## config.mk

```make
export PLATFORM = sky130hd
export DESIGN_NAME = shift_reg_n_flat
export DESIGN_NICKNAME = d
export VERILOG_FILES = /design/src/rtl/mac_pkg.sv /design/src/rtl/shift_reg_n_if.sv /design/src/rtl/shift_reg_n_cell.sv /design/src/rtl/shift_reg_n.sv /design/src/flat_wrapper.sv
export SDC_FILE = /design/constraint.sdc
export NUM_CORES = 1
export LEC_CHECK = 0
export CORE_MARGIN = 4
export CORE_UTILIZATION = 40
export DETAILED_ROUTE_END_ITERATION = 6
export PLACE_DENSITY = 0.71
export SYNTH_ARGS = -nofsm -noshare
export SYNTH_HDL_FRONTEND = slang
export SYNTH_SLANG_ARGS = --single-unit
```

## constraint.sdc

```tcl
create_clock -name clk -period 1.6 [get_ports clk]
set_input_delay 0.32 -clock clk [delete_from_list [all_inputs] [get_ports clk]]
set_output_delay 0.32 -clock clk [all_outputs]
set_load 0.05 [all_outputs]
```

## src/rtl/mac_pkg.sv

```systemverilog
// Shared multiplier-accumulator definitions: per-edge command encoding and width helpers.
package mac_pkg;

  typedef enum logic [2:0] {
    CMD_CLR,
    CMD_LD,
    CMD_SHL,
    CMD_SHR,
    CMD_HOLD
  } cmd_e;

  function automatic int cnt_width(input int n);
    return $clog2(n + 1);
  endfunction

  // Priority clear > load > left > right; left wins when both shifts are requested
  function automatic cmd_e decode_cmd(input logic init0, input logic ld,
                                      input logic shl, input logic shr);
    if (init0)    return CMD_CLR;
    else if (ld)  return CMD_LD;
    else if (shl) return CMD_SHL;
    else if (shr) return CMD_SHR;
    else          return CMD_HOLD;
  endfunction

endpackage

```

## src/rtl/shift_reg_n_if.sv

```systemverilog
// Command/data bundle for shift_reg_n. The arith select exists only when
// SHIFT_REG_ARITH_EN is defined.
interface shift_reg_n_if #(parameter int N = 8);
  import mac_pkg::*;

  localparam int CNT_W = cnt_width(N);

  logic [N-1:0]     in;
  logic             ld;
  logic             init0;
  logic             shl;
  logic             shr;
  logic             sin;
`ifdef SHIFT_REG_ARITH_EN
  logic             arith;
`endif
  logic [N-1:0]     out;
  logic             carry;
  logic [CNT_W-1:0] cnt;
  logic             done;

  modport master (
`ifdef SHIFT_REG_ARITH_EN
    output arith,
`endif
    output in, ld, init0, shl, shr, sin,
    input  out, carry, cnt, done
  );

  modport slave (
`ifdef SHIFT_REG_ARITH_EN
    input  arith,
`endif
    input  in, ld, init0, shl, shr, sin,
    output out, carry, cnt, done
  );

endinterface

```

## src/rtl/shift_reg_n_cell.sv

```systemverilog
// One bit of shift_reg_n: async-reset flop with hold/clear/load/left/right select.
module shift_cell
  import mac_pkg::*;
(
  input  logic clk,
  input  logic rst,
  input  cmd_e cmd,
  input  logic load_bit,
  input  logic left_bit,
  input  logic right_bit,
  output logic q
);

  always_ff @(posedge clk or posedge rst) begin
    if (rst) begin
      q <= 1'b0;
    end else begin
      case (cmd)
        CMD_CLR:  q <= 1'b0;
        CMD_LD:   q <= load_bit;
        CMD_SHL:  q <= left_bit;
        CMD_SHR:  q <= right_bit;
        default:  q <= q;
      endcase
    end
  end

endmodule

```

## src/rtl/shift_reg_n.sv

```systemverilog
// N-bit load/clear/shift register with registered shift-out bit and saturating
// shift counter. Defining SHIFT_REG_ARITH_EN adds arithmetic right shift.
module shift_reg_n
  import mac_pkg::*;
#(
  parameter int N = 8
) (
  input  logic          clk,
  input  logic          rst,
  shift_reg_n_if.slave  bus
);

  localparam int CNT_W = cnt_width(N);
  localparam logic [CNT_W-1:0] CNT_MAX = CNT_W'(N);

  cmd_e             cmd;
  logic [N-1:0]     q;
  logic             fill;
  logic             carry_q;
  logic [CNT_W-1:0] cnt_q;

  assign cmd = decode_cmd(bus.init0, bus.ld, bus.shl, bus.shr);

`ifdef SHIFT_REG_ARITH_EN
  // Sign extension replaces the serial input on arithmetic right shifts
  assign fill = bus.arith ? q[N-1] : bus.sin;
`else
  assign fill = bus.sin;
`endif

  for (genvar i = 0; i < N; i++) begin : g_cell
    logic left_bit;
    logic right_bit;

    if (i == 0) begin : g_lsb
      assign left_bit = bus.sin;
    end else begin : g_lsb_n
      assign left_bit = q[i-1];
    end

    if (i == N - 1) begin : g_msb
      assign right_bit = fill;
    end else begin : g_msb_n
      assign right_bit = q[i+1];
    end

    shift_cell u_cell (
      .clk       (clk),
      .rst       (rst),
      .cmd       (cmd),
      .load_bit  (bus.in[i]),
      .left_bit  (left_bit),
      .right_bit (right_bit),
      .q         (q[i])
    );
  end

  always_ff @(posedge clk or posedge rst) begin
    if (rst) begin
      carry_q <= 1'b0;
    end else begin
      case (cmd)
        CMD_CLR, CMD_LD: carry_q <= 1'b0;
        CMD_SHL:         carry_q <= q[N-1];
        CMD_SHR:         carry_q <= q[0];
        default:         carry_q <= carry_q;
      endcase
    end
  end

  // Counter saturates at N so done stays high while the operand keeps shifting
  always_ff @(posedge clk or posedge rst) begin
    if (rst) begin
      cnt_q <= '0;
    end else begin
      case (cmd)
        CMD_CLR, CMD_LD:  cnt_q <= '0;
        CMD_SHL, CMD_SHR: cnt_q <= (cnt_q == CNT_MAX) ? cnt_q : cnt_q + 1'b1;
        default:          cnt_q <= cnt_q;
      endcase
    end
  end

  assign bus.out   = q;
  assign bus.carry = carry_q;
  assign bus.cnt   = cnt_q;
  assign bus.done  = (cnt_q == CNT_MAX);

endmodule

```

## src/flat_wrapper.sv

```systemverilog
// flat-port wrapper written by rule: the top's interface ports become plain ports
module shift_reg_n_flat import mac_pkg::*;
#(
  parameter int N = 8
)
  (clk, rst, bus_in, bus_ld, bus_init0, bus_shl, bus_shr, bus_sin, bus_out, bus_carry, bus_cnt, bus_done);
  shift_reg_n_if #(.N(N)) bus_i ();
  input  logic clk;
  input  logic rst;
  input wire logic [$bits(bus_i.in)-1:0] bus_in;
  input wire logic [$bits(bus_i.ld)-1:0] bus_ld;
  input wire logic [$bits(bus_i.init0)-1:0] bus_init0;
  input wire logic [$bits(bus_i.shl)-1:0] bus_shl;
  input wire logic [$bits(bus_i.shr)-1:0] bus_shr;
  input wire logic [$bits(bus_i.sin)-1:0] bus_sin;
  output wire logic [$bits(bus_i.out)-1:0] bus_out;
  output wire logic [$bits(bus_i.carry)-1:0] bus_carry;
  output wire logic [$bits(bus_i.cnt)-1:0] bus_cnt;
  output wire logic [$bits(bus_i.done)-1:0] bus_done;
  assign bus_i.in = bus_in;
  assign bus_i.ld = bus_ld;
  assign bus_i.init0 = bus_init0;
  assign bus_i.shl = bus_shl;
  assign bus_i.shr = bus_shr;
  assign bus_i.sin = bus_sin;
  assign bus_out = bus_i.out;
  assign bus_carry = bus_i.carry;
  assign bus_cnt = bus_i.cnt;
  assign bus_done = bus_i.done;
  shift_reg_n #(.N(N)) u_core (.clk(clk), .rst(rst), .bus(bus_i));
endmodule
```

Word level (Yosys, flattened, before mapping)
Index checks and enable logic that the tools add are counted.

word-level totals
  bits in registers = 13
  logic and storage cells = 38
  input port bits = 15
  output and inout bits = 14

operators by class
  eq/ne operators = 5
  mux-type cells = 15
  reductions and logical operators = 7
  add/sub/neg operators = 1

operator list
  operator             number
  $pmux 1 s4           8
  $mux 3               4
  $pmux 4 s2           1
  $eq 3x2->1 const B   2
  $add 4x1->4 const B  1
  $eq 4x4->1 const B   1
  $mux 4               1
  $reduce_bool 4->1    1
  $reduce_or 2->1      2
  $eq 3x1->1 const B   1
  $logic_not 3->1      1
  $pmux 1 s3           1
  $reduce_bool 3->1    1
  $ne 2x2->1 const B   1
  $reduce_and 2->1     1
  $reduce_bool 2->1    1

Logic depth before layout (Yosys ltp)
Gate-level depths: netlist of the first run.

  depth in word-level cells = 8
  mapped depth = 6
  depth with buffers taken out = 5

By module
From an unflattened synthesis of the first run, not the netlist that was laid out.

second synthesis, totals
  cells, all modules = 100
  area total of the unflattened synthesis = 989.7 um2

modules (own cells, without submodules)
  module       cells an instance  instances  sequential area each (um2)  area each (um2)
  shift_cell   7                  8          25.0                        73.8
  shift_reg_n  44                 1          125.1                       399.1

Worst setup path after synthesis of the first run
Ideal clock, no wire load.

  path kind = reg-to-reg
  from = reg u_core.cnt_q[0] (netlist: u_core.bus.cnt[0])
  to = reg u_core.cnt_q[2] (netlist: u_core.bus.cnt[2])
  library setup time = 0.073 ns
  stages on the path, launching flop included = 7
  arrival time = 1.723 ns
  clock period less this slack = 1.796 ns
  data required time = 1.527 ns
  slack = -0.196 ns
  path buffers = 1
  cell sequence = dfrtp_1 inv_1 ha_1 and3b_1 buf_6 or3_1 a21oi_2

between the ends
  word-level cells in the longest chain between the ends = 3
  elaborated cells between the ends (all ways) = 6
  classes of those cells = add/sub: 1; eq/ne: 2; mux: 2; reduce/logical: 1

RTL lines
  what                        line                source
  start, declared             shift_reg_n.sv:20   logic [CNT_W-1:0] cnt_q;
  start signal, assigned      shift_reg_n.sv:78   CMD_SHL, CMD_SHR: cnt_q <= (cnt_q == CNT_MAX) ? cnt_q : cnt_q + 1'b1;
  start signal, assigned      shift_reg_n.sv:79   default: cnt_q <= cnt_q;
  $eq 4x4->1                  --
  via bus_done                flat_wrapper.sv:19  output wire logic [$bits(bus_i.done)-1:0] bus_done;
  $ne 2x2->1 (no line)        --
  $reduce_and 2->1 (no line)  --

The timed path passes the listed nets, and every way through them passes these cells. The select of a mux whose other input is x is not followed.
A chain may end at the register's enable or synchronous reset.

Worst setup path after layout of the first run
  from = reg u_core.cnt_q[1] (netlist: u_core.bus.cnt[1])
  to = out bus_done

between the ends
  word-level cells in the longest chain between the ends = 1

RTL lines
  what           line                source
  $eq 4x4->1     shift_reg_n.sv:87   assign bus.done = (cnt_q == CNT_MAX);
  end, declared  flat_wrapper.sv:19

Every way passes these cells.

==> impl_metrics.csv, run 1 <==
group,metric,value,unit
outcome,run_status,"completed",
layout,synthToLayoutAreaGrowth,53.4,%
pwr,power.density_cell_area,664,mW/mm²
layout,final_nets,139,
clocking,cts_num_sinks,13,
synthesis,synth.top_cells.by_area,"sky130_fd_sc_hd__dfrtp_1 (39%), sky130_fd_sc_hd__a211oi_1 (8.1%), sky130_fd_sc_hd__buf_4 (8.1%), sky130_fd_sc_hd__o21ai_0 (6.6%), sky130_fd_sc_hd__nor2b_1 (6.0%)",
timing,min_period_over_period,0.972,
synthesis,synth_cell_type_count,21,
setup_path,start_kind,"flip-flop",
timing,maxSlewHeadroom,0.664,
layout,post_layout_inst_area,0.00128,mm²
clocking,worstSkewPairLatency,0.27,ns
clocking,ctsLongestPathBuffers,2,
synthesis,synth_enable_flop_cells,0,
clocking,htree_levels,1,
grt,groute.usage.overall,0.165,
timing,final_report_setup_violation_count,0,
grt,global_route.overflow_total,0,
layout,footprint_of_the_multi_input_gates,393,µm²
setup_path,criticalPathCategory,"reg -> out",
synthesis,synth_top_cells_by_count,"sky130_fd_sc_hd__dfrtp_1 (13), sky130_fd_sc_hd__o21ai_0 (11), sky130_fd_sc_hd__nand2_1 (10), sky130_fd_sc_hd__a211oi_1 (9), sky130_fd_sc_hd__buf_4 (9)",
worst_hold_path,hold_path.class,"in -> async",
synthesis,syn_nets,111,
layout,regArea,328,µm²
synthesis,synth-main-ff-cell,"sky130_fd_sc_hd__dfrtp_1",
setup_path,critPathArrivalTime,1.24,ns
setup_path,regToRegStartpoint,"u_core.bus.cnt[1]$_DFFE_PP0P_",
floorplan,area_of_the_die,0.00289,mm²
synthesis,syn_area,837,µm²
synthesis,netlist.top_cell.by_area,"sky130_fd_sc_hd__dfrtp_1",
floorplan,std_cell_rows,16,
setup_path,worstRegToRegCells,6,
synthesis,netlist.area_leader.share,0.389,
synthesis,netlist_instances,94,
setup_path,critPathBufInv,2,
pwr,power.static_leakage,0.535,nW
detailed_routing,routedWlPerCell,13.6,µm
grt,grt_antenna_before_repair,0,
floorplan,horiz_die_dim,53.7,µm
detailed_routing,post_detailed_routing_wire_length,2020,µm
setup_path,cp_cell_sequence,"inv_2, ha_4, and3b_2, buf_12",
job,cap_violations,0,
clocking,clkTransAtPathRegs,0.08,ns
placement,placed_cell_area,0.00121,mm²
synthesis,postSynth.asyncResetShare,1.00,
floorplan,initial_utilization,0.422,
setup_path,rrSetupSlack,0.12,ns
clocking,tritoncts.num_buffers,3,
timing,timing_max_transition_violations_final,0,
setup_path,critical-path-max-stage-delay,0.43,ns
layout,drive_gt1_frac,0.281,
detailed_routing,ant_nets,0,
grt,pin_count_of_the_biggest_net_entering_global_routing,18,
placement,place_congestion,0.824,
timing,finalHoldViolations,0,
setup_path,cp.required,1.28,ns
synthesis,synth.avg_cell_area,8.90,µm²
timing,finalCriticalPeriod,1.56,ns
setup_path,critical-path-top-delay-family,"flip-flops",
detailed_routing,detail_route.vias_per_cell,5.26,
timing,max_clock_freq,643,MHz
setup_path,critPathCaptureType,"output pin",
timing,finalHoldWorstSlack,0.368,ns
clocking,clk_root_buffer_cell,"sky130_fd_sc_hd__clkbuf_4",
detailed_routing,dr.first_iter.drc_count,14,
placement,port_buffers,28,
detailed_routing,drt-pass1-iter-count,4,
timing,finalClockSkew,0.00103,ns
timing,transition_at_the_pin_with_the_smallest_max_transition_slack,0.503,ns
timing,rsz0062_at_grt,"yes",
floorplan,core_area,0.00198,mm²
pwr,ir_drop,0.000535,V
setup_path,end_of_the_worst_register_to_register_path,"u_core.bus.cnt[2]$_DFFE_PP0P_",
setup_path,critical-path-slowest-cell,"sky130_fd_sc_hd__dfrtp_2",
grt,grt_pass1_vias,788,
clocking,tritoncts,"built",
layout,filler_cell_count,164,
layout,layout.core_utilization,0.648,
synthesis,yosys_register_bits,13,
detailed_routing,vias,779,
pwr,post-layout-total-power,852,µW
floorplan,pin_count,29,
synthesis,yosys.cell_count.top_type,"sky130_fd_sc_hd__dfrtp_1",
detailed_routing,drc,0,
placement,detailedPlacementHpwl,1540,µm
setup_path,critPathMaxFanout,4,
synthesis,synth.yosys.seq_area_share,0.389,
synthesis,synth.yosys.warnings,0,
grt,grt_first_pass_wirelength,3460,µm
floorplan,die_height,53.7,µm
layout,insertedDiodeCount,0,
timing,totalNegativeSetupSlack,0,ns
-- worst max-delay path by stage --
stage	from	cells after the start	end	slack, ns
4_1_cts	u_core.bus.cnt[1]$_DFFE_PP0P_	4	bus_done	0.007
2_1_floorplan	u_core.bus.cnt[1]$_DFFE_PP0P_	6	u_core.bus.cnt[0]$_DFFE_PP0P_	0.01
6_report	u_core.bus.cnt[1]$_DFFE_PP0P_	4	bus_done	0.04
5_1_grt	u_core.bus.cnt[1]$_DFFE_PP0P_	4	bus_done	-0.02
3_3_place_gp	bus_shl	5	u_core.g_cell[1].u_cell.q$_DFFE_PP0P_	0.04
3_5_place_dp	bus_shr	4	u_core.bus.cnt[3]$_DFFE_PP0P_	-0.002
-- worst reg2reg max path, stage by stage (launching register included) --
cell and delay, ns:
sky130_fd_sc_hd__dfrtp_2 0.39, sky130_fd_sc_hd__inv_2 0.05, sky130_fd_sc_hd__ha_4 0.14, sky130_fd_sc_hd__and3b_2 0.22, sky130_fd_sc_hd__buf_4 0.15, sky130_fd_sc_hd__or3_1 0.33, sky130_fd_sc_hd__a21oi_2 0.13
-- stage by stage --
step | instances | worst slack [ns]
after floorplan | 94 | 0.0120
after global placement | 140 | 0.0389
after detailed placement | 140 | -0.00169
after CTS | 146 | 0.00696
after global routing | 148 | -0.0222
final | 148 | 0.0444
-- state kept, by name (all words and copies together) (netlist names) --
register,cells
u_core.bus.carry,1
u_core.bus.cnt,4
u_core.g_cell.u_cell.q,8
-- area by class of cell --
type / instances / area share
Multi-Input combinational cell: 63 / 0.306
Timing Repair Buffer: 37 / 0.380
Clock buffer: 4 / 0.0205
Inverter: 4 / 0.0117
Tap cell: 27 / 0.0263
Sequential cell: 13 / 0.255
-- metal layers --
| layer | wire [µm] | vias to the layer above | track usage |
|---|---|---|---|
| li1 | - | 380 | - |
| met5 | 0 | - | 0 |
| met1 | 858 | 368 | 0.202 |
| met2 | 992 | 29 | 0.270 |
| met3 | 153 | 2 | 0.0637 |
| met4 | 14 | 0 | 0.0383 |
-- power breakdown --
part	internal [mW]	leakage (nW)	switching, mW
Clock	0.0967	0.0150	0.107
Combinational	0.140	0.350	0.137
Sequential	0.346	0.170	0.0259
-- cells by family after synthesis --
| family | count (synthesis) | share of synthesized area |
|---|---|---|
| AOI/OAI and AO/OA | 33 | 0.247 |
| adders and majority gates | 2 | 0.0299 |
| muxes | 1 | 0.0120 |
| and+or+nand+nor | 27 | 0.164 |
| DFF | 13 | 0.389 |
| buffers and inverters | 18 | 0.158 |
-- cell usage in the layout, fill, tap and decap left out, drive strengths merged, types with 2 or more instances in the layout --
cell type / instances
dfrtp: 13
buf: 23
clkdlybuf4s50: 14
o21ai: 11
nand2: 10
or3: 3
nor2b: 8
a21oi: 3
inv: 4
o22ai: 8
ha: 2
clkbuf: 4
a211oi: 9
nor2: 3
-- what timing repair did --
| item | CTS | global route |
|---|---|---|
| buffers inserted | 2 | 2 |
| hold buffers | 0 | 0 |
| setup endpoints to repair | 1 | 2 |
| gates cloned | 0 | 0 |
| resized for setup | 2 | 2 |
Power figures use the tool's default switching activity.
==> run 2, diff against run 1 <==
--- a/config.mk
+++ b/config.mk
@@ -5,10 +5,13 @@
 export SDC_FILE = /design/constraint.sdc
 export NUM_CORES = 1
 export LEC_CHECK = 0
+export CAP_MARGIN = 5
 export CORE_MARGIN = 4
 export CORE_UTILIZATION = 40
+export CTS_CLUSTER_DIAMETER = 80
 export DETAILED_ROUTE_END_ITERATION = 6
 export PLACE_DENSITY = 0.71
+export SKIP_LAST_GASP = 1
 export SYNTH_ARGS = -nofsm -noshare
 export SYNTH_HDL_FRONTEND = slang
 export SYNTH_SLANG_ARGS = --single-unit
==> results of run 2 <==
No change in the layout: final DEF, timing and power equal those of run 1.
==> run 3, diff against run 2 <==
--- a/config.mk
+++ b/config.mk
@@ -5,12 +5,12 @@
 export SDC_FILE = /design/constraint.sdc
 export NUM_CORES = 1
 export LEC_CHECK = 0
-export CAP_MARGIN = 5
+export CAP_MARGIN = 20
 export CORE_MARGIN = 4
-export CORE_UTILIZATION = 40
+export CORE_UTILIZATION = 44
 export CTS_CLUSTER_DIAMETER = 80
 export DETAILED_ROUTE_END_ITERATION = 6
-export PLACE_DENSITY = 0.71
+export PLACE_DENSITY = 0.77
 export SKIP_LAST_GASP = 1
 export SYNTH_ARGS = -nofsm -noshare
 export SYNTH_HDL_FRONTEND = slang
==> impl_metrics.csv, run 3 (same netlist as run 1, synthesis figures left out) <==
group,metric,value,unit
outcome,run_status,"completed",
setup_path,start_kind,"flip-flop",
layout,regArea,328,µm²
clocking,clkTransAtPathRegs,0.09,ns
pwr,share_comb_of_total_power,0.324,
layout,most_flops_register,"u_core.g_cell.u_cell.q",
grt,groute.usage.overall,0.180,
detailed_routing,ant_nets,0,
grt,grt_first_pass_wirelength,3450,µm
layout,insertedDiodeCount,0,
timing,totalNegativeSetupSlack,0,ns
layout,drive_gt1_frac,0.287,
timing,final_report_setup_violation_count,0,
pwr,seqPwrFrac,0.429,
placement,place_congestion,0.830,
timing,maxSlewHeadroom,0.647,
grt,grt_antenna_before_repair,0,
pwr,power.share.switching,0.325,
grt,global_route.overflow_total,0,
timing,min_period_over_period,0.967,
detailed_routing,drt-pass1-iter-count,4,
floorplan,die_height,51.6,µm
setup_path,critical-path-max-stage-delay,0.42,ns
placement,placed_cells,140,
setup_path,critical-path-top-delay-family,"flip-flops",
layout,synthToLayoutAreaGrowth,54.0,%
clocking,worstSkewPairLatency,0.29,ns
timing,rsz0062_at_grt,"yes",
clocking,tritoncts,"built",
timing,finalCriticalPeriod,1.55,ns
layout,layout.core_utilization,0.730,
layout,filler_cell_count,139,
setup_path,critPathBufInv,2,
clocking,cts_num_sinks,13,
timing,finalClockSkew,0.00845,ns
pwr,power.density_cell_area,672,mW/mm²
setup_path,regToRegStartpoint,"u_core.bus.cnt[1]$_DFFE_PP0P_",
detailed_routing,detail_route.vias_per_cell,5.41,
placement,port_buffers,28,
floorplan,core_area,0.00176,mm²
timing,transition_at_the_pin_with_the_smallest_max_transition_slack,0.528,ns
timing,max_clock_freq,646,MHz
setup_path,criticalPathCategory,"reg -> out",
pwr,ir_drop,0.000425,V
placement,detailedPlacementHpwl,1590,µm
timing,finalHoldViolations,0,
clocking,htree_levels,1,
pwr,power.static_leakage,0.540,nW
clocking,tritoncts.num_buffers,3,
setup_path,critPathMaxFanout,2,
detailed_routing,post_detailed_routing_wire_length,2100,µm
pwr,power.internal,585,µW
setup_path,critPathCaptureType,"output pin",
clocking,clk_root_buffer_cell,"sky130_fd_sc_hd__clkbuf_4",
grt,pin_count_of_the_biggest_net_entering_global_routing,18,
floorplan,std_cell_rows,15,
detailed_routing,vias,796,
floorplan,pin_count,29,
clocking,cts_hold_repair.buffers,0,
pwr,power.share.clock,0.247,
floorplan,initial_utilization,0.474,
detailed_routing,routedWlPerCell,14.3,µm
layout,number_of_flip_flops_in_the_largest_register,8,
detailed_routing,dr.first_iter.drc_count,12,
setup_path,crit_start,"u_core.bus.cnt[1]$_DFFE_PP0P_",
layout,final_nets,140,
layout,footprint_of_the_multi_input_gates,393,µm²
layout,final_cells,147,
job,cap_violations,0,
pwr,power_switching,281,µW
timing,timing_max_transition_violations_final,0,
setup_path,cp_cell_sequence,"inv_2, ha_4, and3b_2, buf_12",
setup_path,critPathArrivalTime,1.23,ns
setup_path,cp.required,1.28,ns
clocking,ctsLongestPathBuffers,2,
layout,layout_common_cells,"sky130_fd_sc_hd__clkdlybuf4s50_1 (14), sky130_fd_sc_hd__buf_12 (14), sky130_fd_sc_hd__o21ai_0 (11), sky130_fd_sc_hd__dfrtp_1 (11)",
setup_path,critical-path-slowest-cell,"sky130_fd_sc_hd__dfrtp_2",
floorplan,area_of_the_die,0.00266,mm²
detailed_routing,drc,0,
floorplan,horiz_die_dim,51.6,µm
worst_hold_path,hold_path.class,"in -> async",
grt,grt_pass1_vias,747,
==> run 3: changes by cell type in the layout (fill, tap and decap cells not counted) <==
| cell | change |
|---|---|
| sky130_fd_sc_hd__buf_4 | +1 |
==> run 3: final timing paths <==
check / end / depth (start not counted) / slack (ns)
max in group asynchronous: u_core.bus.cnt[1]$_DFFE_PP0P_ / 2 / 0.85
min in group clk: u_core.g_cell[5].u_cell.q$_DFFE_PP0P_ / 3 / 0.60
worst min-delay path: u_core.g_cell[3].u_cell.q$_DFFE_PP0P_ / 2 / 0.36
worst min register to register: u_core.bus.carry$_DFFE_PP0P_ / 2 / 0.63
worst max register to register: u_core.bus.cnt[0]$_DFFE_PP0P_ / 6 / 0.16
worst max-delay path: bus_done / 4 / 0.05
==> run 3: per-stage QoR <==
stage	power, mW	worst slack, ns	area, µm²	hold slack, ns
2_1_floorplan	0.531	0.0120	840	0.197
5_1_grt	0.908	0.00453	1290	0.389
3_3_place_gp	0.648	0.0126	1230	0.599
3_5_place_dp	0.653	0.00309	1230	0.610
6_report	0.866	0.0524	1290	0.361
4_1_cts	0.869	0.0388	1280	0.377
==> run 3: area by class of cell <==
type,count,area share
repair buffers,38,0.384
multi-input cells,63,0.305
flip-flops and latches,13,0.254
well taps,25,0.0243
clock buffers,4,0.0204
inverters,4,0.0117
==> run 3: repair_timing <==
action	CTS	global route
gates resized for setup	1	3
endpoints found under the hold margin	0	0
buffers inserted	3	0
pin swaps	0	1
endpoints found under the setup margin	1	1
==> run 3: power groups by stage <==
| stage | logic [mW] | registers [mW] | clock network, mW |
|---|---|---|---|
| 4_1_cts | 0.280 | 0.372 | 0.217 |
| 3_5_place_dp | 0.272 | 0.381 | 0 |
| 3_3_place_gp | 0.268 | 0.380 | 0 |
| 2_1_floorplan | 0.154 | 0.377 | 0 |
| 5_1_grt | 0.299 | 0.375 | 0.234 |
| 6_report | 0.281 | 0.372 | 0.214 |
==> run 3: per-layer routing <==
metal  up-vias  global-route usage  wire length [µm]
li1        382                   -                 -
met1       379               0.222               900
met2        30               0.294              1030
met3         5              0.0287               120
met4         0               0.105                50
met5         -                   0                 0
==> edit (flow settings as in run 1) <==
Make the reset (`rst`) synchronous in 3 clocked blocks. Comments in the files are not updated.
--- a/src/rtl/shift_reg_n_cell.sv
+++ b/src/rtl/shift_reg_n_cell.sv
@@ -12,5 +12,5 @@
 );
 
-  always_ff @(posedge clk or posedge rst) begin
+  always_ff @(posedge clk) begin
     if (rst) begin
       q <= 1'b0;
--- a/src/rtl/shift_reg_n.sv
+++ b/src/rtl/shift_reg_n.sv
@@ -56,5 +56,5 @@
   end
 
-  always_ff @(posedge clk or posedge rst) begin
+  always_ff @(posedge clk) begin
     if (rst) begin
       carry_q <= 1'b0;
@@ -70,5 +70,5 @@
 
   // Counter saturates at N so done stays high while the operand keeps shifting
-  always_ff @(posedge clk or posedge rst) begin
+  always_ff @(posedge clk) begin
     if (rst) begin
       cnt_q <= '0;
Behaviour: differs if rst is asserted again (counterexample within 4 cycles, from zero or initial values and one cycle with rst high); with rst held inactive, the same outputs for 10 cycles.
==> edit against run 1 <==
Non-clock buffer count grew 2. Cell area fell by 5.7%. Critical endpoint is now u_core.bus.cnt[1]. Total power shrank 11%. Synthesized area down 6.6%. Largest power group unchanged. Worst setup slack got worse by 0.0081 ns. Global-route usage decreased by 1.6 points. Highest routed layer unchanged. Routed wire length fell by 9.9%. Largest cell class unchanged. Sequential cell count unchanged.
==> edit: results (changes against run 1) <==
setup_path:
  critPathKind: "in2reg"
  cpLargestDelayFamily: "simple AND/OR/NAND/NOR gates"
  r2r_start: "u_core.bus.cnt[1]"
  endpoint: "u_core.bus.cnt[1]"
  slowest_delay_ns: 0.55  # +0.12 ns
  arrival_ns: 1.77  # +0.53 ns
  reg2reg_slack_ns: 0.04  # -0.08 ns
  startpoint: "bus_ld"
grt:
  grtUsageMet1: 0.173  # -0.0290
  grt_pass1_vias: 708  # -10%
  grt_pass1_wl_um: 3080  # -11%
  met3_usage: 0.0541  # -0.00958
  grtUsageMet2: 0.255  # -0.0149
  track_usage: 0.149  # -0.0157
floorplan:
  dieArea_um2: 2730  # -5.6%
place:
  pre_cts_ws_ns: -0.244  # -0.242 ns
  dp_hpwl_um: 1400  # -8.9%
  place_area_um2: 1150  # -4.9%
finish:
  fillers: 140  # -15%
  drive_above_1_share: 0.342  # +0.0611
logic_synthesis:
  synth_area_leaders: "dfxtp_1 (33%), mux2i_1 (12%), a2111oi_0 (9.0%), buf_4 (7.7%), nor3b_1 (7.7%)"
  synthMuxAreaShare: 0.130  # +0.118
  seq_area_frac_synth: 0.333  # -0.0558
  yosys.area_share.adder: 0.0320  # +0.00210
  synthTopCellsByCount: "dfxtp_1 (13), mux2i_1 (9)"
timing:
  holdWs_ns: 0.495  # +0.127 ns
  max_slew_margin: 0.719  # +0.0549
worst_hold_path:
  hp-class: "reg2reg"
drt:
  via_per_inst: 5.14  # -2.4%
  post_drt_wl_per_cell_um: 13.1  # -4.0%
pwr:
  combPwrFrac: 0.267  # -0.058
  p_int_mw: 0.540  # -7.3%
  vdd_drop_max_v: 0.000479  # -11%
outcome:
  outcome: "finished, final reports clean"
## edit: changes by cell type in the layout (fill, tap and decap cells not counted), sizes merged, moves of 2 or more
cell,delta
o22ai,-8
dfxtp,+13
o21ai,-8
inv,-2
mux2i,+8
dfrtp,-13
a2111oi,+8
buf,+2
nor3b,+8
nand2,-9
a211oi,-9
## edit: cell type report
class                   instances  area (µm²)  share of cell area
clock buffers                   4        26.3              0.0217
inverters                       2        7.51             0.00620
multi-input cells              56         433               0.357
flip-flops and latches         13         269               0.222
well taps                      25        31.3              0.0258
repair buffers                 39         444               0.367
## edit: layer usage
layer / part of all wire / wire [µm] / vias to the layer above
met4: 0.010 / 19 / 0
met5: 0 / 0 / -
met3: 0.086 / 156 / 4
met1: 0.41 / 743 / 315
li1: - / - / 361
met2: 0.49 / 900 / 34
## edit: timing repair
| action | CTS | global route |
|---|---|---|
| endpoints found under the setup margin | 1 | 3 |
| buffers inserted | 3 | 0 |
| resized for setup | 1 | 5 |
